==> src/rtl/ext_mem_spi_pkg.sv <==
// Shared types and constants for the external-memory SPI master.
// States, pad lane indices, default opcodes and frame length.
package ext_mem_spi_pkg;

    typedef enum logic [2:0] {
        ST_IDLE,
        ST_CS_SETUP,
        ST_SHIFT,
        ST_CS_HOLD,
        ST_DONE
    } state_t;

    localparam int LANE_MOSI = 0;
    localparam int LANE_MISO = 1;
    localparam int LANE_WP   = 2;
    localparam int LANE_HOLD = 3;

    localparam logic [7:0] CMD_READ_DEF  = 8'h03;
    localparam logic [7:0] CMD_WRITE_DEF = 8'h02;

    localparam int TOTAL_BITS = 64;

    // Data travels byte0 first, so the wire order is the byte-reversed word.
    function automatic logic [31:0] bswap32(input logic [31:0] w);
        return {w[7:0], w[15:8], w[23:16], w[31:24]};
    endfunction

endpackage

==> src/rtl/ext_mem_spi_ctrl_clk_div.sv <==
// SCLK generator: half-period counter running only while enabled.
// Ports: clock, reset, enable in; sclk, rise_strobe, fall_strobe out.
module spi_clk_div #(
    parameter int CLK_DIV = 2
) (
    input  logic clock,
    input  logic reset,
    input  logic enable,
    output logic sclk,
    output logic rise_strobe,
    output logic fall_strobe
);

    localparam int DW = $clog2(CLK_DIV + 1);
    localparam logic [DW-1:0] LAST = DW'(CLK_DIV - 1);

    logic [DW-1:0] cnt;
    logic at_last;

    assign at_last = (cnt == LAST);

    // Strobes flag the cycle whose closing edge flips sclk.
    assign rise_strobe = enable && at_last && !sclk;
    assign fall_strobe = enable && at_last && sclk;

    always_ff @(posedge clock) begin
        if (reset || !enable) begin
            cnt  <= '0;
            sclk <= 1'b0;
        end else if (at_last) begin
            cnt  <= '0;
            sclk <= ~sclk;
        end else begin
            cnt <= cnt + 1'b1;
        end
    end

endmodule

==> src/rtl/ext_mem_spi_ctrl.sv <==
// Single-lane mode-0 SPI master: one 32-bit read/write per request.
// Ports: clock/reset, req_* handshake, resp_*, spi_sclk/cs_n, io_dir/out/in.
module ext_mem_spi_ctrl
    import ext_mem_spi_pkg::*;
#(
    parameter int         CLK_DIV   = 2,
    parameter logic [7:0] CMD_READ  = CMD_READ_DEF,
    parameter logic [7:0] CMD_WRITE = CMD_WRITE_DEF
) (
    input  logic        clock,
    input  logic        reset,
    input  logic        req_valid,
    output logic        req_ready,
    input  logic        req_we,
    input  logic [23:0] req_addr,
    input  logic [31:0] req_wdata,
    output logic        resp_valid,
    output logic [31:0] resp_rdata,
    output logic        spi_sclk,
    output logic        spi_cs_n,
    output logic [3:0]  io_dir,
    output logic [3:0]  io_out,
    input  logic [3:0]  io_in
);

    localparam int DW = $clog2(CLK_DIV + 1);
    localparam logic [DW-1:0] LAST = DW'(CLK_DIV - 1);

    state_t                  state;
    logic                    we_q;
    logic                    mosi;
    logic [TOTAL_BITS-1:0]   tx_sreg;
    logic [TOTAL_BITS-1:0]   tx_load;
    logic [31:0]             rx_sreg;
    logic [6:0]              bit_cnt;
    logic [DW-1:0]           wait_cnt;
    logic                    rise;
    logic                    fall;
    logic                    unused_in;

    spi_clk_div #(.CLK_DIV(CLK_DIV)) u_clk_div (
        .clock       (clock),
        .reset       (reset),
        .enable      (state == ST_SHIFT),
        .sclk        (spi_sclk),
        .rise_strobe (rise),
        .fall_strobe (fall)
    );

    // Reads send zeros in the data phase.
    always_comb begin
        tx_load = {req_we ? CMD_WRITE : CMD_READ, req_addr,
                   req_we ? bswap32(req_wdata) : 32'h0};
    end

    always_comb begin
        io_dir            = '0;
        io_dir[LANE_MOSI] = 1'b1;
        io_dir[LANE_WP]   = 1'b1;
        io_dir[LANE_HOLD] = 1'b1;
        io_out            = '0;
        io_out[LANE_MOSI] = mosi;
        io_out[LANE_WP]   = 1'b1;
        io_out[LANE_HOLD] = 1'b1;
    end

    assign unused_in = ^{io_in[LANE_MOSI], io_in[LANE_WP], io_in[LANE_HOLD]};

    always_ff @(posedge clock) begin
        if (reset) begin
            state      <= ST_IDLE;
            req_ready  <= 1'b1;
            resp_valid <= 1'b0;
            resp_rdata <= '0;
            spi_cs_n   <= 1'b1;
            mosi       <= 1'b0;
            we_q       <= 1'b0;
            tx_sreg    <= '0;
            rx_sreg    <= '0;
            bit_cnt    <= '0;
            wait_cnt   <= '0;
        end else begin
            resp_valid <= 1'b0;
            unique case (state)
                ST_IDLE: begin
                    if (req_valid && req_ready) begin
                        tx_sreg   <= tx_load;
                        mosi      <= tx_load[TOTAL_BITS-1];
                        we_q      <= req_we;
                        spi_cs_n  <= 1'b0;
                        req_ready <= 1'b0;
                        wait_cnt  <= '0;
                        state     <= ST_CS_SETUP;
                    end
                end
                ST_CS_SETUP: begin
                    if (wait_cnt == LAST) begin
                        bit_cnt <= '0;
                        state   <= ST_SHIFT;
                    end else begin
                        wait_cnt <= wait_cnt + 1'b1;
                    end
                end
                ST_SHIFT: begin
                    // Only the final 32 captured bits survive: the data phase.
                    if (rise) begin
                        rx_sreg <= {rx_sreg[30:0], io_in[LANE_MISO]};
                    end
                    if (fall) begin
                        if (bit_cnt == 7'(TOTAL_BITS - 1)) begin
                            wait_cnt <= '0;
                            state    <= ST_CS_HOLD;
                        end else begin
                            bit_cnt <= bit_cnt + 1'b1;
                            tx_sreg <= tx_sreg << 1;
                            mosi    <= tx_sreg[TOTAL_BITS-2];
                        end
                    end
                end
                ST_CS_HOLD: begin
                    if (wait_cnt == LAST) begin
                        spi_cs_n   <= 1'b1;
                        resp_valid <= 1'b1;
                        if (!we_q) begin
                            resp_rdata <= bswap32(rx_sreg);
                        end
                        state <= ST_DONE;
                    end else begin
                        wait_cnt <= wait_cnt + 1'b1;
                    end
                end
                ST_DONE: begin
                    req_ready <= 1'b1;
                    mosi      <= 1'b0;
                    state     <= ST_IDLE;
                end
                default: state <= ST_IDLE;
            endcase
        end
    end

endmodule

==> config.mk <==
export PLATFORM = sky130hd
export DESIGN_NAME = ext_mem_spi_ctrl
export DESIGN_NICKNAME = d
export VERILOG_FILES = /design/src/rtl/ext_mem_spi_pkg.sv /design/src/rtl/ext_mem_spi_ctrl_clk_div.sv /design/src/rtl/ext_mem_spi_ctrl.sv
export SDC_FILE = /design/constraint.sdc
export NUM_CORES = 1
export LEC_CHECK = 0
export BUFFER_PORTS_ARGS = -buffer_cell sky130_fd_sc_hd__buf_2
export CORE_MARGIN = 3
export CORE_UTILIZATION = 45
export DETAILED_ROUTE_END_ITERATION = 16
export PLACE_DENSITY = 0.71
export SYNTH_ARGS = -nofsm -noshare
export SYNTH_HDL_FRONTEND = slang
export SYNTH_SLANG_ARGS = --single-unit
==> constraint.sdc <==
create_clock -name clock -period 5.1 [get_ports clock]
set_clock_uncertainty 0.15 [all_clocks]
set_input_delay 0.765 -clock clock [delete_from_list [all_inputs] [get_ports clock]]
set_output_delay 0.765 -clock clock [all_outputs]
set_load 0.005 [all_outputs]
After elaboration in Yosys (flattened, before gate mapping)
Cells that the tools add are included.
{ "op_classes": {"n_eq_ne": 14, "n_reduce_logical": 27, "n_bitwise": 3, "n_mux": 30, "n_addsub": 3} }
{ "ops": {"columns": ["cell", "count"], "rows": [
  ["$mux 63", 3],
  ["$pmux 63 s2", 1],
  ["$mux 32", 1],
  ["$mux 7", 3],
  ["$mux 3", 5],
  ["$ne 2x2->1 const B", 7],
  ["$pmux 7 s2", 1],
  ["$pmux 3 s4", 1],
  ["$reduce_and 4->1", 3],
  ["$reduce_and 5->1", 2],
  ["$mux 2", 4],
  ["$reduce_bool 2->1", 4],
  ["$add 7x1->7 const B", 1],
  ["$eq 7x6->1 const B", 1],
  ["$mux 1", 7],
  ["$eq 3x2->1 const B", 2],
  ["$pmux 2 s3", 1],
  ["$reduce_and 2->1", 3],
  ["$reduce_and 3->1", 2],
  ["$reduce_bool 3->1", 2],
  ["$reduce_or 2->1", 3],
  ["$add 2x1->2 const B", 2],
  ["$eq 2x1->1 const B", 2],
  ["$logic_and 1x1->1", 4],
  ["8 further kinds", 12]
]} }
{ "totals": {"out_inout_bits": 44, "word_cells": 90, "input_bits": 64, "regBits": 147} }

Longest topological paths before layout
{ "logic_depth": {"ltp_word": 5, "depth_mapped": 9, "depth_no_buf": 6} }

Hierarchy
Synthesis repeated with hierarchy kept, for this count alone.
{ "unflattened": {"hier_cells": 752, "hier_area_um2": 6471.2} }
{ "by_module_without_submodules": {"columns": ["mod", "instances", "cells_each", "area_per_inst_um2", "seq_area_each_um2"], "rows": [
  ["ext_mem_spi_ctrl", 1, 739, 6351.1, 2882.8],
  ["spi_clk_div", 1, 13, 120.1, 60.1]
]} }

Worst setup path after synthesis
OpenSTA, ideal clock, no wires.
{ "synth_timing": {"path_type": "input-to-reg", "start": "input reset", "end": "register bit_cnt[5]", "arrival_ns": 1.961, "setup_ns": 0.095, "cell_stages": 5, "n_path_buf": 1, "required_time_ns": 4.855, "setup_slack_ns": 2.894, "cell_sequence": "clkbuf_1 > nor4b_2 > o211ai_1 > or4_1 > o311ai_1"} }
{ "synth_lines": {"columns": ["element", "line", "text"], "rows": [
  ["from (decl)", "ext_mem_spi_ctrl.sv:11", "input logic reset,"],
  ["to (signal assigned)", "ext_mem_spi_ctrl.sv:114", "bit_cnt <= bit_cnt + 1'b1;"],
  ["to (decl)", "ext_mem_spi_ctrl.sv:35", "logic [6:0] bit_cnt;"]
]} }

Final worst setup path
{ "layout_timing": {"start": "register bit_cnt[0]", "end": "register tx_sreg[35]"} }
{ "layout_via": {"elab_chain_cells": 3} }
{ "layout_lines": {"columns": ["element", "line", "text"], "rows": [
  ["$eq 7x6->1", "ext_mem_spi_ctrl.sv:110", "if (bit_cnt == 7'(TOTAL_BITS - 1)) begin"],
  ["$ne 2x2->1 (no source line)", null, null],
  ["$reduce_and 4->1 (no source line)", null, null],
  ["to (signal assigned)", "ext_mem_spi_ctrl.sv:87", "tx_sreg <= tx_load;"],
  ["to (signal assigned)", "ext_mem_spi_ctrl.sv:115", "tx_sreg <= tx_sreg << 1;"],
  ["to (decl)", "ext_mem_spi_ctrl.sv:32", "logic [TOTAL_BITS-1:0] tx_sreg;"]
]} }
Every way passes these cells.
A chain may end at the register's enable or synchronous reset.

==> results_dict.tcl <==
set metrics [dict create \
    outcome "complete, no violations" \
    place_ws_ps 2220 \
    cts_tree "done" \
    n_antenna_cell 0 \
    final_nets 822 \
    max-cap-violations 0 \
    tns_ps 0 \
    final_max_slew_viol_count 0 \
    seq_area_frac_synth 0.490 \
    dp_hpwl_um 8470 \
    startpoint_type "register" \
    cts_max_level 4 \
    power_density_nw_per_um2 381 \
    setup_viol 0 \
    drive_above_1_share 0.184 \
    p_leak_nw 2.49 \
    synth_top_cell_by_area "dfxtp_1" \
    ys_types 48 \
    post-route-period-util 0.534 \
    finalHoldViolations 0 \
    cts.sinks 147 \
    synth_async_sr_flop_share 0 \
    ys.flop_type "dfxtp_1" \
    drt_iter0_drc 408 \
    drcViolationCount 0 \
    wire_per_inst_um 14.3 \
    fillCellCount 1191 \
    ys_warn_count 0 \
    ctsHoldBuffers 0 \
    synth_edf_count 0 \
    grt_pass1_vias 4918 \
    rsz0062_at_grt "false" \
    grt_overflow 0 \
    clock_latency_ps 410 \
    drtAntennaViolNets 0 \
    multi_input_area_um2 2730 \
    drt-total-wl_um 13400 \
    tightest_slew_ps 1080 \
    yosys_register_bits 147 \
    end_kind "register" \
    cts_setup_buffers 0 \
    yosysTopAreaCellShare 0.490 \
    whs_path_depth 1 \
    clock.fmax_mhz 367 \
    placed_area_um2 6460 \
    area_growth_pct 17.2 \
    netlist_area_um2 6010 \
    worstPathMaxFanout 56 \
    clock_path_buffers 2 \
    r2r-end "tx_sreg[35]" \
    grt_first_pass_wirelength_um 22300 \
    max_slew_margin 0.282 \
    vdd_ir_drop_max_uv 222 \
    num_rows 41 \
    antenna_found_initial 1 \
    die_w_um 122 \
    gr-usage-all-layers 0.184 \
    syn_area_per_cell_um2 8.59 \
    ioPinCount 108 \
    r2r_start "bit_cnt[0]" \
    core_um2 12800 \
    register_area_um2 2940 \
    fin_util 0.549 \
    reg2reg_slack_ps 2370 \
    cts_made_buffers 17 \
    ys_top_cells_by_area "dfxtp_1 49%, nand2_1 8.8%, a211oi_1 7.0%" \
    numPlacedInstances 908 \
    synthCells 699 \
    min_from "u_clk_div.cnt[0]" \
    place_congestion 0.796 \
    vias 5113 \
    worstPathRequired_ps 5260 \
    cts_resized 0 \
    root_buffer "clkbuf_16" \
    fin_crit_ps 2730 \
    whs_endpoint "u_clk_div.cnt[0]" \
    path_class "register to register" \
    start_util 0.468 \
    final_cells 938 \
    die_h_um 122 \
    clk_pin_slew_ps 60 \
    viasPerCell 5.45 \
    fin_ws_ps 2370 \
    dieArea_um2 14800 \
    hp-class "register to register" \
    grt_max_degree 96 \
    fin_area_um2 7040 \
    drt_pass1_iterations 5 \
    worstPathArrival_ps 2880 \
    r2r_cells 5 \
    place.port_buffers 97 \
]
[cells in the final DEF, fill, tap and decap left out, types with 4 or more instances in the layout]
cell and n:
nor2_1 7, buf_2 96, nand2_1 140, buf_4 8
o21ai_0 5, dfxtp_1 146, a21oi_1 76, mux2i_1 25
nand3b_1 4, nor4_1 5, a211oi_1 56, conb_1 7
nor3_1 62, a22oi_1 31, nand3_1 13, clkbuf_16 17
or3_1 4, inv_1 7
[cells by family after synthesis]
logic type | count (synthesis) | synth area share
flip-flops | 147 | 0.490
adder cells (fa/ha/maj) | 3 | 0.00625
XOR/XNOR | 2 | 0.00292
buffers and inverters | 79 | 0.0621
AO/OA/AOI/OAI | 186 | 0.202
other | 2 | 0.00125
AND/OR/NAND/NOR | 255 | 0.194
multiplexers | 25 | 0.0417
[registers in the layout, indices dropped and copies added (netlist names)]
signal / cells
wait_cnt: 2
resp_valid: 1
u_clk_div.cnt: 2
resp_rdata: 32
tx_sreg: 63
mosi: 1
req_ready: 1
bit_cnt: 7
rx_sreg: 32
spi_cs_n: 1
state: 3
u_clk_div.sclk: 1
we_q: 1
[layout make-up]
type / instances / area share
timing repair buffer: 104 / 0.0768
tap: 172 / 0.0306
inverter: 7 / 0.00373
sequential: 147 / 0.418
clock inverter: 9 / 0.0187
multi-input combinational: 478 / 0.388
clock buffer: 21 / 0.0640
[power breakdown]
part	switching [mW]	internal [mW]
Clock	0.449	0.776
Combinational	0.122	0.0938
Sequential	0.0354	1.20
Total	0.606	2.07
[cell usage after synthesis (5+ instances only)]
cell type  number
nand2_1       141
clkbuf_1       40
nor4_1          5
mux2i_1        25
buf_2          19
a21oi_1        76
a211oi_1       56
inv_1           7
a22oi_1        31
nor3_1         64
o21ai_0         5
buf_4           8
dfxtp_1       147
nor2_1          7
nand3_1        13
[worst max-delay path by stage]
stage                     startpoint          end  slack, ps  depth (start not counted)
after floorplan                reset   bit_cnt[5]       2890                          5
after global placement     req_valid  tx_sreg[44]       2290                          5
after detailed placement   req_valid  tx_sreg[15]       2220                          5
after CTS                 bit_cnt[0]  tx_sreg[35]       2370                          5
after global routing      bit_cnt[0]  tx_sreg[49]       2130                          5
final                     bit_cnt[0]  tx_sreg[35]       2370                          5
[critical path: stages, from the launching register on]
cell      delay, ps
dfxtp_1         360
ha_1            230
nand4b_1        280
o211ai_2        420
nand2_2         690
a211oi_1        480
[per-stage QoR]
| step | hold slack [ps] | power, mW |
|---|---|---|
| 3_3_place_gp | 266 | 1.46 |
| 5_1_grt | 287 | 2.79 |
| 4_1_cts | 278 | 2.70 |
| 2_1_floorplan | 254 | 1.42 |
| 3_5_place_dp | 269 | 1.48 |
| 6_report | 277 | 2.68 |
[layer usage]
metal	GRT usage	part of all wire	up-vias
met4	0.0553	0.014	2
li1	-	-	2584
met5	0	0.00052	-
met2	0.313	0.48	112
met3	0.0636	0.061	16
met1	0.221	0.45	2399
No activity file was read; power rests on OpenSTA's default activity.
